$ cat src/rtl/multdiv_pkg.sv
// Shared types and helpers for the multi-cycle multiply/divide unit.
// Holds the FSM state encoding, default width, MIN_INT and the magnitude helper.
package multdiv_pkg;

    localparam int DEFAULT_WIDTH = 32;

    localparam logic [DEFAULT_WIDTH-1:0] MIN_INT = {1'b1, {(DEFAULT_WIDTH-1){1'b0}}};

    typedef enum logic [1:0] {
        IDLE = 2'd0,
        MUL  = 2'd1,
        DIV  = 2'd2,
        DONE = 2'd3
    } state_t;

    // The result is read as unsigned, so MIN_INT maps to 2^(W-1) rather than overflowing.
    function automatic logic [DEFAULT_WIDTH-1:0] twos_mag(input logic [DEFAULT_WIDTH-1:0] v);
        return v[DEFAULT_WIDTH-1] ? -v : v;
    endfunction

endpackage

$ cat src/rtl/restoring_div_step.sv
// One restoring-division iteration: shift in a dividend bit, trial-subtract the divisor.
// Latency: combinational, 0 cycles.
// Backpressure: none, pure function of its inputs.
module restoring_div_step
    import multdiv_pkg::*;
#(
    parameter int WIDTH = DEFAULT_WIDTH
) (
    input  logic [WIDTH:0]   rem_cur,
    input  logic             dvd_bit,
    input  logic [WIDTH-1:0] dvsr,
    output logic [WIDTH:0]   rem_next,
    output logic             q_bit
);

    logic [WIDTH+1:0] shifted;
    logic [WIDTH:0]   diff;

    always_comb begin
        shifted  = {rem_cur, dvd_bit};
        q_bit    = (shifted >= {2'b00, dvsr});
        diff     = shifted[WIDTH:0] - {1'b0, dvsr};
        rem_next = q_bit ? diff : shifted[WIDTH:0];
    end

endmodule

$ cat src/rtl/multdiv_unit.sv
// Multi-cycle signed multiply (shift-add) / divide (restoring) beside the execute-stage ALU.
// Latency: ITER+1 edges from the start edge to the RDY pulse; divide-by-zero completes on the start edge.
// Backpressure: none; a new start at any time aborts the operation in flight without a RDY pulse.
module multdiv_unit
    import multdiv_pkg::*;
#(
    parameter int WIDTH = DEFAULT_WIDTH,
    parameter int ITER  = WIDTH
) (
    input  logic             clock,
    input  logic             reset_n,
    input  logic [WIDTH-1:0] data_operandA,
    input  logic [WIDTH-1:0] data_operandB,
    input  logic             ctrl_MULT,
    input  logic             ctrl_DIV,
    output logic [WIDTH-1:0] data_result,
    output logic             data_exception,
    output logic             data_resultRDY,
    output logic             busy
);

    localparam int CNT_W = $clog2(ITER + 1);

    state_t             state;
    logic [CNT_W-1:0]   count;
    logic [WIDTH-1:0]   op_mag;      // multiplicand or divisor magnitude
    logic [2*WIDTH-1:0] acc;         // {partial product, remaining multiplier bits}
    logic [WIDTH:0]     rem;
    logic [WIDTH-1:0]   quo;         // dividend bits leave at the MSB, quotient bits enter at the LSB
    logic               neg_res;
    logic               div_ovf;

    logic [WIDTH:0]     mul_sum;
    logic [2*WIDTH-1:0] prod_signed;
    logic [WIDTH:0]     prod_hi;
    logic               mul_ovf;
    logic [WIDTH-1:0]   quo_signed;
    logic [WIDTH:0]     step_rem;
    logic               step_q;
    logic               last_iter;

    restoring_div_step #(
        .WIDTH (WIDTH)
    ) u_div_step (
        .rem_cur  (rem),
        .dvd_bit  (quo[WIDTH-1]),
        .dvsr     (op_mag),
        .rem_next (step_rem),
        .q_bit    (step_q)
    );

    always_comb begin
        mul_sum     = {1'b0, acc[2*WIDTH-1:WIDTH]} + (acc[0] ? {1'b0, op_mag} : {(WIDTH+1){1'b0}});
        prod_signed = neg_res ? -acc : acc;
        prod_hi     = prod_signed[2*WIDTH-1:WIDTH-1];
        // Representable only if the upper W+1 bits are pure sign extension.
        mul_ovf     = !((&prod_hi) || !(|prod_hi));
        quo_signed  = neg_res ? -quo : quo;
        last_iter   = (count == CNT_W'(ITER));
    end

    always_ff @(posedge clock or negedge reset_n) begin
        if (!reset_n) begin
            state          <= IDLE;
            count          <= '0;
            op_mag         <= '0;
            acc            <= '0;
            rem            <= '0;
            quo            <= '0;
            neg_res        <= 1'b0;
            div_ovf        <= 1'b0;
            data_result    <= '0;
            data_exception <= 1'b0;
            data_resultRDY <= 1'b0;
            busy           <= 1'b0;
        end else if (ctrl_MULT) begin
            state          <= MUL;
            count          <= '0;
            op_mag         <= twos_mag(data_operandA);
            acc            <= {{WIDTH{1'b0}}, twos_mag(data_operandB)};
            neg_res        <= data_operandA[WIDTH-1] ^ data_operandB[WIDTH-1];
            data_resultRDY <= 1'b0;
            busy           <= 1'b1;
        end else if (ctrl_DIV) begin
            if (data_operandB == '0) begin
                state          <= DONE;
                data_result    <= '0;
                data_exception <= 1'b1;
                data_resultRDY <= 1'b1;
                busy           <= 1'b0;
            end else begin
                state          <= DIV;
                count          <= '0;
                op_mag         <= twos_mag(data_operandB);
                quo            <= twos_mag(data_operandA);
                rem            <= '0;
                neg_res        <= data_operandA[WIDTH-1] ^ data_operandB[WIDTH-1];
                div_ovf        <= (data_operandA == MIN_INT) && (data_operandB == '1);
                data_resultRDY <= 1'b0;
                busy           <= 1'b1;
            end
        end else begin
            case (state)
                MUL: begin
                    if (last_iter) begin
                        state          <= DONE;
                        data_result    <= prod_signed[WIDTH-1:0];
                        data_exception <= mul_ovf;
                        data_resultRDY <= 1'b1;
                        busy           <= 1'b0;
                    end else begin
                        acc   <= {mul_sum, acc[WIDTH-1:1]};
                        count <= count + CNT_W'(1);
                    end
                end
                DIV: begin
                    if (last_iter) begin
                        state          <= DONE;
                        data_result    <= quo_signed;
                        data_exception <= div_ovf;
                        data_resultRDY <= 1'b1;
                        busy           <= 1'b0;
                    end else begin
                        rem   <= step_rem;
                        quo   <= {quo[WIDTH-2:0], step_q};
                        count <= count + CNT_W'(1);
                    end
                end
                DONE: begin
                    state          <= IDLE;
                    data_resultRDY <= 1'b0;
                end
                default: begin
                    state          <= IDLE;
                    data_resultRDY <= 1'b0;
                end
            endcase
        end
    end

endmodule

$ cat config.mk
export PLATFORM = sky130hd
export DESIGN_NAME = multdiv_unit
export DESIGN_NICKNAME = d
export VERILOG_FILES = /design/src/rtl/multdiv_pkg.sv /design/src/rtl/restoring_div_step.sv /design/src/rtl/multdiv_unit.sv
export SDC_FILE = /design/constraint.sdc
export NUM_CORES = 1
export LEC_CHECK = 0
export ABC_AREA = 0
export CAP_MARGIN = 10
export CORE_MARGIN = 2
export CORE_UTILIZATION = 45
export CTS_CLUSTER_SIZE = 8
export DETAILED_ROUTE_END_ITERATION = 8
export GPL_TIMING_DRIVEN = 0
export PLACE_DENSITY_LB_ADDON = 0.3
export SLEW_MARGIN = 10
export SYNTH_ARGS = -nofsm -noshare
export SYNTH_HDL_FRONTEND = slang
export SYNTH_SLANG_ARGS = --single-unit
$ cat constraint.sdc
create_clock -name clock -period 3.5 [get_ports clock]
set_input_delay 0.525 -clock clock [delete_from_list [all_inputs] [get_ports clock]]
set_output_delay 0.525 -clock clock [all_outputs]
set_load 0.02 [all_outputs]
# == After elaboration in Yosys (flattened, before gate mapping) ==
# Cells that the tools add are included.
# totals
output_inout_bits,35
word_cells,114
register_bits,206
# op_classes
n_mux,54
n_reduce_logical,21
bitwise,3
add_sub_neg,7
order_cmp,1
eq_ne,16
# ops
cell,n
$mux W32,15
$mux W64,5
$mux W33,5
$neg A32 Y32,3
$eq A32 B32 Y1 const B,2
$neg A64 Y64,1
$pmux W32 S2,1
$ge A34 B32 Y1,1
$add A32 B32 Y33,1
$reduce_and A33 Y1,1
$reduce_or A33 Y1,1
$sub A33 B32 Y33,1
$logic_not A32 Y1,1
$mux W6,5
$mux W1,18
$ne A3 B3 Y1 const B,4
$ne A2 B2 Y1 const B,5
$reduce_and A3 Y1,3
$reduce_bool A3 Y1,3
$mux W2,4
$add A6 B1 Y6 const B,1
$eq A6 B6 Y1 const B,1
$reduce_bool A2 Y1,3
$reduce_and A5 Y1,1
other kinds (13),16

# == Longest topological paths before layout ==
# Gate-level depths: netlist (run 1).
# depth
depth_word,9
ltp_mapped,15
mapped_depth_nobuf,14

# == Modules after synthesis ==
# A second synthesis (run 1) with hierarchy kept.
# unflattened
cells_unflattened,2172
area_unflattened_um2,16995.0
# modules_own_cells
mod,seq_area_each_um2,cells_each,area_each_um2,instances
multdiv_unit,5154.9,1826,14804.2,1
restoring_div_step,0.0,346,2190.9,1

# == Worst setup path after synthesis (run 1) ==
# No wires, ideal clock.
# synth_path
path_type,reg2reg
startpoint,register acc[33]
endpoint,register data_exception
setup_time_ps,136
n_path_buf,0
slack_ps,-151
arrival_time_ps,3516
required_ps,3364
stages_incl_launch_ff,11
path_cell_list,dfrtp_1 > or4_4 > or3_4 > or3_1 > or4_4 > xnor2_1 > nor4_1 > a41oi_1 > or4_1 > a2111oi_0 > nor3_1
# synth_between
elab_chain_len,9
# synth_rtl
item,line,text
start: declaration,multdiv_unit.sv:27,logic [2*WIDTH-1:0] acc;
start signal: assignment,multdiv_unit.sv:80,"acc <= {{WIDTH{1'b0}}, twos_mag(data_operandB)};"
start signal: assignment,multdiv_unit.sv:112,"acc <= {mul_sum, acc[WIDTH-1:1]};"
$neg A64 Y64,multdiv_unit.sv:54,prod_signed = neg_res ? -acc : acc;
$mux W64 (*),multdiv_unit.sv:54,
$reduce_or A33 Y1,multdiv_unit.sv:57,mul_ovf = !((&prod_hi) || !(|prod_hi));
$logic_not A1 Y1,multdiv_unit.sv:57,
$logic_or A1 B1 Y1 (*),multdiv_unit.sv:57,
$logic_not A1 Y1 (*),multdiv_unit.sv:57,
$mux W1 (*),multdiv_unit.sv:105,if (last_iter) begin
$pmux W1 S2 (*),multdiv_unit.sv:103,case (state)
$mux W1 (*),multdiv_unit.sv:84,end else if (ctrl_DIV) begin
end signal: assignment,multdiv_unit.sv:108,data_exception <= mul_ovf;
end signal: assignment,multdiv_unit.sv:120,data_exception <= div_ovf;
end: declaration,multdiv_unit.sv:17,"output logic data_exception,"
# Mark *: on every way between the ends. The rest lies on a longest branch, timed or not. The select of a mux whose other input is x is not followed.
# A chain may end at the register's enable or synchronous reset.

# == Final worst setup path (run 1) ==
# layout_path
startpoint,register acc[25]
endpoint,register data_exception
# layout_between
elab_chain_len,9
# layout_rtl
item,line
$neg A64 Y64 (*),multdiv_unit.sv:54
$mux W64 (*),multdiv_unit.sv:54
$reduce_or A33 Y1,multdiv_unit.sv:57
$logic_not A1 Y1,multdiv_unit.sv:57
$logic_or A1 B1 Y1 (*),multdiv_unit.sv:57
$logic_not A1 Y1 (*),multdiv_unit.sv:57
$mux W1 (*),multdiv_unit.sv:105
$pmux W1 S2 (*),multdiv_unit.sv:103
$mux W1 (*),multdiv_unit.sv:84
# Marked as above.

==> results of run 1 <==
==> path summary, 6_finish.rpt <==
path                                   end  slack [ns]  cells after the start
setup / recovery            data_exception       -0.14                     11
hold / removal                      acc[0]        0.41                      3
setup reg to reg            data_exception       -0.14                     11
hold reg to reg            data_result[28]        0.48                      2
max in group asynchronous          acc[33]        1.89                      4
min in group asynchronous           quo[8]        0.43                      2
==> cell type report <==
| type | instances | share of cell area (%) |
|---|---|---|
| clock inverters | 1 | 0.1004 |
| flip-flops and latches | 206 | 25.94 |
| well taps | 468 | 2.938 |
| repair buffers | 151 | 7.206 |
| clock buffers | 31 | 3.729 |
| inverters | 69 | 1.312 |
| plain buffers | 109 | 2.850 |
| multi-input cells | 1709 | 55.93 |
==> routing by layer <==
| layer | global-route usage (%) | wire length (µm) | part of all wire, % |
|---|---|---|---|
| met2 | 46.18 | 25140 | 43 |
| met5 | 0 | 0 | 0 |
| met1 | 42.53 | 25340 | 43 |
| met4 | 13.33 | 2786 | 4.7 |
| met3 | 6.120 | 5614 | 9.5 |
==> worst max-delay path, delay by kind of cell, from the launching register on <==
family | cells | cell delay, ns
AO/OA/AOI/OAI | 2 | 0.70
XOR/XNOR | 1 | 0.09
buffers and inverters | 1 | 0.16
flip-flops | 1 | 0.41
AND/OR/NAND/NOR | 7 | 2.16
==> registers in the layout, summed over array words and instances, names as in the netlist <==
register        count
acc                64
rem                33
data_result        32
op_mag             32
quo                32
count               6
state               2
busy                1
data_exception      1
data_resultRDY      1
div_ovf             1
neg_res             1
==> cells in the mapped netlist (9+ instances only) <==
| master | number | area share [%] |
|---|---|---|
| a211oi_1 | 16 | 0.72 |
| a21boi_0 | 10 | 0.45 |
| a21o_1 | 24 | 1.1 |
| a21oi_1 | 149 | 4.5 |
| a31oi_1 | 23 | 0.87 |
| and3_1 | 33 | 1.2 |
| buf_1 | 11 | 0.25 |
| buf_2 | 9 | 0.27 |
| clkbuf_1 | 87 | 2.0 |
| dfrtp_1 | 206 | 31 |
| ha_1 | 73 | 5.5 |
| inv_1 | 67 | 1.5 |
| mux2i_1 | 61 | 3.7 |
| nand2_1 | 342 | 7.7 |
| nand2b_1 | 18 | 0.68 |
| nand3_1 | 39 | 1.2 |
| nand4_1 | 18 | 0.68 |
| nor2_1 | 176 | 4.0 |
| nor2b_1 | 11 | 0.42 |
| nor3_1 | 26 | 0.78 |
| nor4_1 | 16 | 0.60 |
| o21ai_0 | 210 | 6.3 |
| o31ai_1 | 65 | 2.9 |
| o41ai_1 | 20 | 1.1 |
| or3_1 | 29 | 1.1 |
| or4_1 | 29 | 1.3 |
| xnor2_1 | 89 | 4.7 |
| xor2_1 | 106 | 5.6 |
==> repair_timing <==
item                                   4_1_cts  5_1_grt
endpoints found under the hold margin       43        0
setup endpoints to repair                  145      144
hold buffers                                 1        0
buffers inserted                            24       25
pin swaps                                   11       40
gates resized for setup                     75       88
==> logic make-up (layout without fill, tap and decap cells) <==
logic type,Yosys count,in the layout
AOI/OAI and AO/OA,588,588
xor gates and xnor gates,195,195
adders and majority gates,75,75
buffers and inverters,186,361
DFF,206,206
muxes,62,62
and+or+nand+nor,789,789
==> per-stage QoR <==
step                      utilization, %  instance area (µm²)  hold slack [ns]
after global placement             49.87                18170           0.4635
after detailed placement           50.03                18230           0.4457
final                              54.71                19930           0.4103
after CTS                          53.36                19440           0.4348
after global routing               54.71                19930           0.4118
after floorplan                        -                16590           0.2294
==> power by group <==
group	switching, µW	internal [µW]
Combinational	1380	899
Sequential	401	2580
Clock	1080	1470
==> impl_metrics.ini, run 1 <==
[power_and_ir_drop]
power.density_mw_per_mm2 = 392.3
total_power_uw = 7820
leakage_uw = 0.008578
irDropWorstVdd_v = 0.0003829

[placed_design]
hpwlAfterDp_um = 45560
post-place-ws_ns = -1.246
port_buffers = 99
gp_congestion = 0.9602
placed_cells = 2670

[critical_path]
worstPathCellList = or4_4 > or3_4 > buf_4 > nor3_4 > a31o_2 > xor2_1 > nor4_1 > and4_1 > nand4_1 > a2111oi_4 > nor3_2
slowest_stage = or4_4
cp.arrival_ns = 4.10
critPathMaxFanout = 6
start_kind = flip-flop
startpoint = acc[25]
crit_path_end_kind = flip-flop
path_class = reg2reg
required_ns = 3.96
slowest_delay_ns = 0.55
r2r_start = acc[25]

[layout]
fin_nets = 2418
syn2layout_area_growth_pct = 20.23
antenna_cells = 0
post_layout_nonfiller_instances = 2744
layout_common_cells = 340 x nand2_1, 203 x o21ai_0, 194 x dfrtp_1
multi_input_area_mm2 = 0.01115
n_fill_cell = 3413
drive_above_1_share_pct = 10.50
regArea_mm2 = 0.005170
layout_commonest_cell = nand2_1

[synth]
synthesis.instances = 2101
synth-adder-area-share_pct = 5.751
synthArstFlopShare_pct = 100.0
yosys.area_share.simple_pct = 22.56
synth_cell_types = 88
yosys_register_bits = 206
synth_top_family_by_area = simple AND/OR/NAND/NOR gates
synth-edff-count = 0
yosysSeqAreaShare_pct = 31.09
synth_area_mm2 = 0.01658
synth_flop_cell = dfrtp_1
synth_mux_area_share_pct = 3.819
syn_nets = 2244
synth_compound_area_share_pct = 21.79
synth_xor_area_share_pct = 10.30
synth_area_per_cell_um2 = 7.891
yosysWarnings = 0

[timing]
tightestPinTransition_ns = 1.078
tns_ns = -0.1442
period_needed_ns = 3.644
max_slew_margin_pct = 27.99
slew_viol_final = 0
final-hold-violation-count = 0
finClkSkew_ns = 0.01999
finalCritPeriodShare_pct = 104.1
final.setup.worst_slack_ns = -0.1442
grt_setup_unrepaired = yes
finalSetupViolCount = 1
timing.fmax_mhz = 274.4

[clock_tree]
cts_buffers = 29
cts_tree = built
clock-root-buffer = clkbuf_16
clk_path_buf_depth = 3
clkSinkCount = 206
clkLatencyLatePin_ns = 0.58
h-tree-depth = 1
clk_pin_slew_worst_paths_ns = 0.06

[grt]
grt_pass1_vias = 16110
grt_pass1_wl_um = 91510
track_usage_pct = 30.57
grt_max_degree = 83
antenna_found_initial = 0
gr-total-overflow = 0

[floorplan]
num_io_pins = 103
die-area_mm2 = 0.03839
dieWidth_um = 195.9
core_mm2 = 0.03643
start_util_pct = 45.50
die_y_um = 195.9
rows = 70

[route]
drt_iter0_drc = 1412
antenna_left = 0
routedWlPerCell_um = 21.46
via_per_inst = 6.143
first_pass_iters = 5
routed_wl_um = 58870
vias = 16860
drc = 0

[run]
cap_violations = 0

[run_status]
violations = negative setup slack
status = finished, violations left

[hold_path]
worstHoldPathType = in2reg
hp-start = data_operandB[0]
(Power assumes the default switching activity.)
==> inputs of run 2 (changes only) <==
--- a/config.mk
+++ b/config.mk
@@ -7,6 +7,7 @@
 export LEC_CHECK = 0
 export ABC_AREA = 0
 export CAP_MARGIN = 10
+export CORE_ASPECT_RATIO = 0.8
 export CORE_MARGIN = 2
 export CORE_UTILIZATION = 45
 export CTS_CLUSTER_SIZE = 8
==> run 2 against run 1 <==
  * Combinational power hardly changed
  * Largest cell class unchanged
  * Worst setup slack worse by 0.071 ns
  * Clock skew is 0.0010 ns higher
  * Clock power barely moved
  * Critical path type unchanged
  * The flow still finishes with violations (negative setup slack)
  * Utilization decreased by 0.21 points
==> impl_metrics.ini, run 2 (synthesized netlist as in run 1, its figures left out) <==
[run_status]
status = finished, violations left
violations = negative setup slack

[route]
first_pass_iters = 6
vias = 17000
drc = 0
antenna_left = 0
routedWlPerCell_um = 22.47
routed_wl_um = 61400
drt_iter0_drc = 2127
via_per_inst = 6.219

[critical_path]
r2r_start = acc[37]
slowest_stage = or4_4
crit_path_end_kind = flip-flop
crit_cells = 11
start_kind = flip-flop
slowest_delay_ns = 0.53
worstPathCellList = clkbuf_8 > or4_4 > or3_4 > or3_4 > or4_4 > xnor2_1 > nor4_1 > a41oi_1 > or4_4 > a2111oi_4 > nor3_1
path_buf_inv = 1
required_ns = 3.94
r2r-end = data_exception
cpMostUsedCell = or4_4
critical-path-top-delay-family = simple AND/OR/NAND/NOR gates
ff2ff_path_depth = 11
cp.arrival_ns = 4.16
path_class = reg2reg
critPathMaxFanout = 8
reg2reg_slack_ns = -0.22

[floorplan]
start_util_pct = 45.96
core_mm2 = 0.03607
rows = 62
die-area_mm2 = 0.03840
dieWidth_um = 218.6
die_y_um = 175.7
num_io_pins = 103

[power_and_ir_drop]
power.share.clock_pct = 32.6
p_switching_uw = 2904
power.density_mw_per_mm2 = 397.8
p_int_uw = 4916
leakage_uw = 0.008469
switching_share_pct = 37.14
power_frac_comb_pct = 29.1
irDropWorstVdd_v = 0.0004004
seqPwrFrac_pct = 38.3

[timing]
finClkSkew_ns = 0.02099
grt_setup_unrepaired = yes
tns_ns = -0.2157
final-hold-violation-count = 0
period_needed_ns = 3.716
timing.fmax_mhz = 269.1
tightestPinTransition_ns = 1.055
max_slew_margin_pct = 29.52
slew_viol_final = 0
finalSetupViolCount = 1
final.setup.worst_slack_ns = -0.2157
finalCritPeriodShare_pct = 106.2

[layout]
fin_nets = 2393
syn2layout_area_growth_pct = 18.58
drive_above_1_share_pct = 8.485
final_area_mm2 = 0.01966
largest_reg_flops = 64
largest-register = acc
post_layout_nonfiller_instances = 2733
layout_commonest_cell = nand2_1
layout_common_cells = 340 x nand2_1, 202 x o21ai_0, 200 x dfrtp_1
utilization_pct = 54.50
reg_top3 = acc: 64 flops, rem: 33 flops

[clock_tree]
clk_pin_slew_worst_paths_ns = 0.05
clkSinkCount = 206
clkLatencyLatePin_ns = 0.57
h-tree-depth = 1
cts_tree = built
cts_buffers = 29
clock-root-buffer = clkbuf_16
clk_path_buf_depth = 3

[hold_path]
hp-start = data_operandA[5]
worstHoldPathType = in2reg
whs_path_depth = 3
hold_end = op_mag[5]

[grt]
antenna_found_initial = 1
grt_max_degree = 71
gr-total-overflow = 0
grt_pass1_wl_um = 93230
track_usage_pct = 31.62
grt_pass1_vias = 15850

[placed_design]
gp_congestion = 0.9780
placed_cells = 2682
port_buffers = 99
post-place-ws_ns = -1.170
hpwlAfterDp_um = 47810
placed_area_mm2 = 0.01824

[run]
cap_violations = 0
run 2: area by class of cell:
type	count	area, µm²
diodes	2	5.005
clock inverters	1	8.758
inverters	69	259.0
plain buffers	112	573.1
flip-flops and latches	206	5162
well taps	480	600.6
fillers	3364	16410
multi-input cells	1709	11080
clock buffers	31	743.2
repair buffers	123	1226
run 2: repair_timing:
item | in CTS | in global routing
endpoints found under the setup margin | 149 | 129
resized for setup | 75 | 72
endpoints found under the hold margin | 68 | 0
hold buffers | 1 | 0
buffers inserted | 12 | 9
pin swaps | 9 | 12
run 2: routing by layer:
metal  routed length, µm  part of all wire [%]  global-route usage [%]  up-vias
met5                   0                     0                       0        -
met4                1759                   2.9                   8.418        0
met3                8122                    13                   9.818      102
met2               24730                    40                   43.80      930
met1               26780                    44                   46.94     8194
li1                    -                     -                       -     7771
run 2: power by group through the flow:
stage                     Combinational (µW)  Clock (µW)  Sequential (µW)
after floorplan                         1460           0             2800
after global placement                  2090           0             2970
after detailed placement                2130           0             2980
after CTS                               2190        2560             2940
after global routing                    2480        2660             3000
final                                   2280        2550             2990
run 2: how the worst max path moves through the flow:
stage	startpoint	to	slack, ns
3_3_place_gp	reset_n	acc[33]	-7.91
3_5_place_dp	data_operandB[14]	rem[23]	-1.17
2_1_floorplan	acc[33]	data_exception	0.02
4_1_cts	acc[37]	data_exception	-0.19
6_report	acc[37]	data_exception	-0.22
5_1_grt	acc[37]	data_exception	-0.29
run 2: through the flow:
step / total power [µW] / hold slack (ns)
after detailed placement: 5109 / 0.4699
after global placement: 5059 / 0.4627
after global routing: 8141 / 0.4730
final: 7820 / 0.4474
after CTS: 7690 / 0.4817
after floorplan: 4260 / 0.2294
run 2: worst min-delay path, delay by kind of cell:
family	cells	cell delay [ns]
buffers and inverters	1	0.15
XOR/XNOR	1	0.15
multiplexers	1	0.13
==> inputs of run 3 (changes only) <==
--- a/config.mk
+++ b/config.mk
@@ -18,3 +18,4 @@
 export SYNTH_ARGS = -nofsm -noshare
 export SYNTH_HDL_FRONTEND = slang
 export SYNTH_SLANG_ARGS = --single-unit
+export TNS_END_PERCENT = 5
==> run 3 against run 2 <==
  * The run still ends with negative setup slack left
  * Fmax shrank 0.20%
  * Routed wire length fell by 0.25%
  * Clock skew decreased by 0.0030 ns
  * Flip-flop and latch count did not move
  * Worst setup slack lost 0.0076 ns
  * First-iteration DRC count grew 2.6%
  * Cell count fell by 0.11%
  * Sequential share of layout area rose by 0.075 points
  * Sequential power about the same
  * Largest cell class unchanged
  * Highest routed layer unchanged
==> impl_metrics.ini, run 3 (synthesized netlist as in run 1, its figures left out) <==
[run_status]
status = finished, violations left
violations = negative setup slack

[layout]
drive_above_1_share_pct = 8.004
layout_commonest_cell = nand2_1
reg_top3 = acc: 64 flops, rem: 33 flops
syn2layout_area_growth_pct = 18.24
post_layout_nonfiller_instances = 2730
fin_nets = 2391
largest-register = acc
largest_reg_flops = 64
layout_common_cells = 341 x nand2_1, 206 x o21ai_0, 200 x dfrtp_1

[critical_path]
startpoint = acc[37]
r2r_start = acc[37]
path_class = reg2reg
required_ns = 3.95
cp.arrival_ns = 4.17
critPathMaxFanout = 8
start_kind = flip-flop
crit_end = data_exception
crit_path_end_kind = flip-flop
r2r-end = data_exception
reg2reg_slack_ns = -0.22
ff2ff_path_depth = 11

[grt]
grt_max_degree = 71
antenna_found_initial = 1
track_usage_pct = 31.57
gr-total-overflow = 0
grt_pass1_wl_um = 93110
grt_pass1_vias = 15790

[placed_design]
hpwlAfterDp_um = 47810
placed_cells = 2682
gp_congestion = 0.9780
port_buffers = 99
post-place-ws_ns = -1.170

[clock_tree]
h-tree-depth = 1
cts_tree = built
clkLatencyLatePin_ns = 0.57
cts_buffers = 29
clkSinkCount = 206
clock-root-buffer = clkbuf_16
clk_path_buf_depth = 3
clk_pin_slew_worst_paths_ns = 0.05

[floorplan]
die-area_mm2 = 0.03840
start_util_pct = 45.96
dieWidth_um = 218.6
num_io_pins = 103
die_y_um = 175.7
core_mm2 = 0.03607
rows = 62

[power_and_ir_drop]
p_int_uw = 4913
power_frac_comb_pct = 29.2
switching_share_pct = 37.15
power.density_mw_per_mm2 = 398.8
seqPwrFrac_pct = 38.1
irDropWorstVdd_v = 0.0004030
power.share.clock_pct = 32.7
p_switching_uw = 2904
leakage_uw = 0.008408

[route]
wl_met1_um = 26910
routed_wl_um = 61250
vias = 16910
routedWlPerCell_um = 22.43
met2_length_um = 24680
drt_iter0_drc = 2182
drc = 0
via_per_inst = 6.193
highest_layer = met4
first_pass_iters = 6
antenna_left = 0
wl_met3_um = 7961

[run]
cap_violations = 0

[timing]
fin_hold_ws_ns = 0.4687
grt_setup_unrepaired = yes
final-hold-violation-count = 0
finalSetupViolCount = 1
max_slew_margin_pct = 27.63
tightestPinTransition_ns = 1.083
slew_viol_final = 0
finalCritPeriodShare_pct = 106.4
finClkSkew_ns = 0.01798
tns_ns = -0.2233
period_needed_ns = 3.723
timing.fmax_mhz = 268.6
final.setup.worst_slack_ns = -0.2233

[hold_path]
worstHoldPathType = in2reg
## run 3: changes by cell type in the layout (fill, tap and decap cells not counted), moves of 2 or more
cell / previous run / this run
buf_4: 29 / 20
buf_6: 8 / 6
clkbuf_1: 67 / 71
clkdlybuf4s50_1: 89 / 93
dlymetal6s2s_1: 5 / 1
o21ai_0: 202 / 206
o21ai_1: 6 / 2
## run 3: stage by stage
stage	total power (µW)	utilization, %	area (µm²)
floorplan	4260	-	16590
global placement	5059	50.41	18180
detailed placement	5109	50.58	18240
CTS	7684	53.51	19300
global route	8138	54.34	19600
finish	7817	54.35	19600
## run 3: worst min-delay path by stage
stage | startpoint | end | cells after the start
floorplan | reset_n | acc[0] | 0
global placement | data_result[5] | data_result[5] | 2
detailed placement | data_result[6] | data_result[6] | 2
CTS | data_result[31] | data_result[31] | 2
global route | data_result[28] | data_result[28] | 2
finish | data_operandA[4] | op_mag[4] | 3
## run 3: area by class of cell
type | count | area [µm²]
clock inverters | 1 | 8.758
inverters | 69 | 259.0
repair buffers | 118 | 1191
fillers | 3378 | 16470
plain buffers | 115 | 575.6
clock buffers | 31 | 743.2
flip-flops and latches | 206 | 5162
multi-input cells | 1709 | 11060
diodes | 1 | 2.502
well taps | 480 | 600.6
## run 3: metal layers
metal | vias up | track usage (%)
met1 | 8121 | 47.14
met2 | 926 | 43.76
met4 | 0 | 8.277
li1 | 7764 | -
met5 | - | 0
met3 | 96 | 9.403
## run 3: power groups by stage
stage          combinational (µW)  sequential (µW)  clock, µW
5_1_grt                      2490             2990       2660
6_report                     2280             2980       2560
4_1_cts                      2180             2940       2560
2_1_floorplan                1460             2800          0
3_5_place_dp                 2130             2980          0
3_3_place_gp                 2090             2970          0
## run 3: worst max-delay path, stage by stage, from the launching register on
cell	delay, ns
dfrtp_1	0.40
clkbuf_8	0.18
or4_4	0.51
or3_4	0.40
or3_4	0.38
or4_4	0.46
o21ai_1	0.25
xor2_1	0.15
nor3b_4	0.24
nand4_1	0.16
a2111oi_4	0.38
nor3_1	0.09
## run 3: timing repair
action                                  CTS  global route
setup buffers                             9             7
resized for setup                        66            62
pin swaps                                 8             8
hold buffers                              1             0
hold endpoints to repair                 68             0
endpoints found under the setup margin  149           116
